File: src/rtl/pipe_stage_skid.sv
// rtl/pipe_stage_skid.sv - pipeline register stage with optional two-entry skid buffer
module pipe_stage_skid #(
  parameter int DATA_W  = 32,
  parameter int NCH     = 2,
  parameter int ADDR_W  = 5,
  parameter int CTRL_W  = 2,
  parameter int SKID_EN = 1
) (
  input  logic                  clk_i,
  input  logic                  rst_i,
  input  logic                  start_i,
  input  logic                  flush_i,
  input  logic                  in_valid_i,
  output logic                  in_ready_o,
  input  logic [CTRL_W-1:0]     ctrl_i,
  input  logic [ADDR_W-1:0]     rd_addr_i,
  input  logic [NCH*DATA_W-1:0] data_i,
  output logic                  out_valid_o,
  input  logic                  out_ready_i,
  output logic [CTRL_W-1:0]     ctrl_o,
  output logic [ADDR_W-1:0]     rd_addr_o,
  output logic [NCH*DATA_W-1:0] data_o,
  output logic [15:0]           stall_cnt_o
);

  localparam int DW    = NCH * DATA_W;
  localparam int PAY_W = CTRL_W + ADDR_W + DW;

  typedef enum logic [1:0] {
    ST_EMPTY = 2'd0,
    ST_FULL  = 2'd1,
    ST_SKID  = 2'd2
  } state_t;

  state_t           state_q, state_d;
  logic [PAY_W-1:0] main_q, skid_q, in_pl;
  logic             accept, pop, clear;
  logic             load_main_in, load_main_skid, load_skid;
  logic [15:0]      stall_q;

  assign in_pl       = {ctrl_i, rd_addr_i, data_i};
  assign out_valid_o = start_i & (state_q != ST_EMPTY);
  assign accept      = in_valid_i & in_ready_o;
  assign pop         = out_valid_o & out_ready_i;

  always_ff @(posedge clk_i or negedge rst_i) begin
    if (!rst_i) state_q <= ST_EMPTY;
    else        state_q <= state_d;
  end

  // With start_i low nothing moves; flush beats any handshake in the same cycle.
  always_comb begin
    state_d        = state_q;
    clear          = 1'b0;
    load_main_in   = 1'b0;
    load_main_skid = 1'b0;
    load_skid      = 1'b0;
    if (start_i) begin
      if (flush_i) begin
        state_d = ST_EMPTY;
        clear   = 1'b1;
      end else begin
        case (state_q)
          ST_EMPTY: begin
            if (accept) begin
              state_d      = ST_FULL;
              load_main_in = 1'b1;
            end
          end
          ST_FULL: begin
            if (accept && pop) begin
              load_main_in = 1'b1;
            end else if (accept && (SKID_EN != 0)) begin
              state_d   = ST_SKID;
              load_skid = 1'b1;
            end else if (pop) begin
              state_d = ST_EMPTY;
            end
          end
          ST_SKID: begin
            if (pop) begin
              state_d        = ST_FULL;
              load_main_skid = 1'b1;
            end
          end
          default: state_d = ST_EMPTY;
        endcase
      end
    end
  end

  always_ff @(posedge clk_i or negedge rst_i) begin
    if (!rst_i)              main_q <= '0;
    else if (clear)          main_q <= '0;
    else if (load_main_in)   main_q <= in_pl;
    else if (load_main_skid) main_q <= skid_q;
  end

  generate
    if (SKID_EN != 0) begin : g_skid
      always_ff @(posedge clk_i or negedge rst_i) begin
        if (!rst_i)         skid_q <= '0;
        else if (clear)     skid_q <= '0;
        else if (load_skid) skid_q <= in_pl;
      end
      // Ready depends only on registered state, so out_ready_i never reaches in_ready_o.
      assign in_ready_o = rst_i & start_i & ~flush_i & (state_q != ST_SKID);
    end else begin : g_noskid
      assign skid_q     = '0;
      assign in_ready_o = rst_i & start_i & ~flush_i &
                          ((state_q == ST_EMPTY) | out_ready_i);
    end
  endgenerate

  always_ff @(posedge clk_i or negedge rst_i) begin
    if (!rst_i)
      stall_q <= '0;
    else if (clear)
      stall_q <= '0;
    else if (out_valid_o && !out_ready_i && (stall_q != 16'hFFFF))
      stall_q <= stall_q + 16'd1;
  end

  assign data_o      = main_q[DW-1:0];
  assign rd_addr_o   = main_q[DW +: ADDR_W];
  assign ctrl_o      = main_q[PAY_W-1 -: CTRL_W] & {CTRL_W{out_valid_o}};
  assign stall_cnt_o = stall_q;

endmodule

File: config.mk
export PLATFORM = sky130hd
export DESIGN_NAME = pipe_stage_skid
export DESIGN_NICKNAME = d
export VERILOG_FILES = /design/src/rtl/pipe_stage_skid.sv
export SDC_FILE = /design/constraint.sdc
export NUM_CORES = 1
export LEC_CHECK = 0
export CAP_MARGIN = 0
export CORE_UTILIZATION = 25
export CTS_CLUSTER_DIAMETER = 50
export DETAILED_ROUTE_END_ITERATION = 8
export HOLD_SLACK_MARGIN = 0.12
export RECOVER_POWER = 25
export SLEW_MARGIN = 20
export SYNTH_ARGS = -nofsm -noshare
export SYNTH_HDL_FRONTEND = slang
export SYNTH_SLANG_ARGS = --single-unit
File: constraint.sdc
create_clock -name clk_i -period 1.8 [get_ports clk_i]
set_input_delay 0.54 -clock clk_i [delete_from_list [all_inputs] [get_ports clk_i]]
set_output_delay 0.54 -clock clk_i [all_outputs]
set_load 0.01 [all_outputs]
==> reports/results.ini <==
[global_routing]
grt_pass1_vias=6094
globalRouteMet1Util_pct=19.80
antenna_found_initial=0
grt_max_degree=58
grt.busiest_layer=met2
grt_use_met2_pct=22.98
globalRouteTotalUtil_pct=14.34
grt_pass1_wl_mm=34.71
grtUsageMet3_pct=2.792
grt-ovfl-total=0

[worst_setup_path]
critPathMaxFanout=4
worst_setup_path_end_kind=output pin
critPathTopFamily=flip-flops
crit_path_start_kind=flip-flop
worst_ep_required_time_ns=1.26
crit_path_cell_trace=o21ai_2 > inv_2 > and2_4 > buf_6
worst_path_largest_cell_delay_ns=0.42
cp_num_buf_inv=2
critPathKind=reg -> out
arrival_ns=1.38
cp_slowest_cell=dfrtp_1

[hold_path]
hold_path_class=reg -> reg

[route]
drtIter0Drc=362
wl_per_cell_um=18.85
via_per_inst=4.684
routed_wl_mm=24.95
ant_nets=0
drcViolationCount=0
dr.pass1.iters=4
via_count=6201

[cts]
clkSinkCount=160
clk_latency_ns=0.42
cts_buffers=17
cts.clk_slew.worst_paths_ns=0.07
clk_path_buf_depth=2
cts-root-buf=clkbuf_16
htree_levels=4
tritoncts=yes

[pwr]
peakVddDrop_v=0.0005457
power_uw=8555
p_leak_uw=0.005763
p_per_area_nw_per_um2=737.2

[synth]
ys_warn_count=0
synth_area_leaders=dfrtp_1 (52%), mux2i_1 (9.7%), o2bb2ai_1 (8.1%)
yosys.area.top_type=dfrtp_1
muxShareOfSynthArea_pct=9.667
synthesis.instances=747
synth_top_area_share_pct=52.25
synth-seq-area-share_pct=52.25
synth_cell_types=36
synthAdderAreaFrac_pct=0.1633
synth_top_family_by_area=simple AND/OR/NAND/NOR gates
synthXorXnorAreaFrac_pct=0.1143
ys_ff_latch=160
synth_fp_nets=825
syn_area_um2=7662
avgSynthCellArea_um2=10.26
synthSimpleGateAreaFrac_pct=15.74
synth-compound-area-share_pct=12.28

[cells_and_area]
final_cell_mix=dfrtp_1 (154), nand2_1 (140), dlygate4sd2_1 (77), clkdlybuf4s50_1 (71), o2bb2ai_1 (70)
final_common_cell=dfrtp_1
drive_gt1_share_pct=28.05
diodes=0
final-instance-count-excl-fill=1324
nets=999
syn2layout_area_growth_pct=51.45

[floorplan]
rows=63
dieArea_um2=31350
start_util_pct=25.65
core-area_um2=29870
die_x_um=177.1
ios=166
die_height_um=177.1

[timing]
setup-violations-final=111
setup_ws_ns=-0.1154
fin_crit_sh_pct=106.4
hold_viol_final=0
tightest_slew_ns=0.8239
fin_crit_ns=1.915
skew_ns=0.009212
rsz0062_at_grt=true
max_freq_mhz=522.1
hold_slack_ns=0.4809
tns_ns=-4.798
slew-limit-headroom_pct=45.08
drv_slew=0

[placed_design]
gp_congestion=0.7739
place_hpwl_mm=13.79
post-place-cells=1244
port-buffer-count=165

[run_status]
status=complete, but fails checks
violations=setup timing

[flow_run]
drv_cap=0

==> final cells by class <==
type / count / area, um^2
multi-input combinational: 462 / 3442
tap: 390 / 488.0
fill: 2921 / 18270
timing repair buffer: 277 / 3002
inverter: 3 / 11.26
sequential: 160 / 4011
clock buffer: 19 / 452.9
clock inverter: 13 / 197.7
==> timing repair <==
action / 4_1_cts / 5_1_grt
buffers inserted: 15 / 12
gates cloned: 4 / 19
pin swaps: 11 / 110
hold buffers: 1 / 0
setup endpoints to repair: 247 / 145
hold endpoints to repair: 2 / 0
gates resized for setup: 151 / 123
==> cells by family (layout without fill, tap and decap cells) <==
logic type / after synthesis / in the layout
simple gates: 260 / 261
flops: 160 / 160
compound gates: 125 / 125
buf+inv: 126 / 312
xor+xnor: 1 / 1
fa+ha+maj: 1 / 1
mux: 74 / 74
==> path summary, 6_finish.rpt <==
kind	cells after the start	slack, ns	to	from
min in group asynchronous	2	0.56	main_q[5]	rst_i
worst max register to register	7	-0.08	main_q[41]	state_q[0]
max in group asynchronous	3	0.30	main_q[42]	rst_i
worst min register to register	1	0.48	main_q[20]	main_q[20]
worst max-delay path	4	-0.12	ctrl_o[1]	state_q[1]
worst min-delay path	1	0.48	main_q[20]	main_q[20]
==> per-stage QoR <==
| stage | cell area (um^2) | setup slack [ns] | utilization (%) |
|---|---|---|---|
| 6_report | 11600 | -0.1154 | 38.84 |
| 5_1_grt | 11600 | -0.1759 | 38.84 |
| 4_1_cts | 10690 | -0.1683 | 35.80 |
| 3_5_place_dp | 9821 | -0.8666 | 32.87 |
| 3_3_place_gp | 9821 | -0.8729 | 32.87 |
| 2_1_floorplan | 7804 | -0.2207 | - |
==> Yosys cell counts <==
cell type,number
dfrtp_1,160
nand2_1,156
mux2i_1,74
o2bb2ai_1,71
buf_4,70
nand3_1,58
clkbuf_1,40
a21oi_1,34
or4_1,12
buf_2,11
o31ai_1,9
nand2b_1,8
and2_1,4
nand4_1,4
and4_1,3
inv_1,3
o21ai_0,3
and3_1,2
buf_1,2
nand4b_1,2
nor2b_1,2
nor4_2,2
o311ai_0,2
o41ai_1,2
or3_1,2
ha_1,1
nand3b_1,1
nor2_1,1
nor3b_1,1
nor4_1,1
nor4b_1,1
o21ai_1,1
o21ai_2,1
o21bai_1,1
o311a_1,1
xor2_1,1
==> power breakdown <==
part	internal [uW]	switching, uW	leakage (uW)
combinational	413	419	0.00323
clock	2430	1620	0.000315
sequential	3640	33.8	0.00222
total	6480	2070	0.00576
==> routing by layer <==
layer	share of wire, %	vias to the layer above
met4	0.56	0
met1	48	3103
met2	47	169
met5	0	-
met3	4.5	7
li1	-	2922
==> state kept, by name, summed over array words and instances (netlist names) <==
register,cells
main_q,71
skid_q,71
stall_cnt_o,16
state_q,2
==> worst reg2reg max path, stage by stage, from the launching register on <==
cell	delay [ns]
dfrtp_1	0.41
buf_6	0.15
nor2b_4	0.12
or4_4	0.47
buf_12	0.19
clkbuf_16	0.19
mux2i_1	0.16
o2bb2ai_1	0.08
Power figures use the tool's default switching activity.
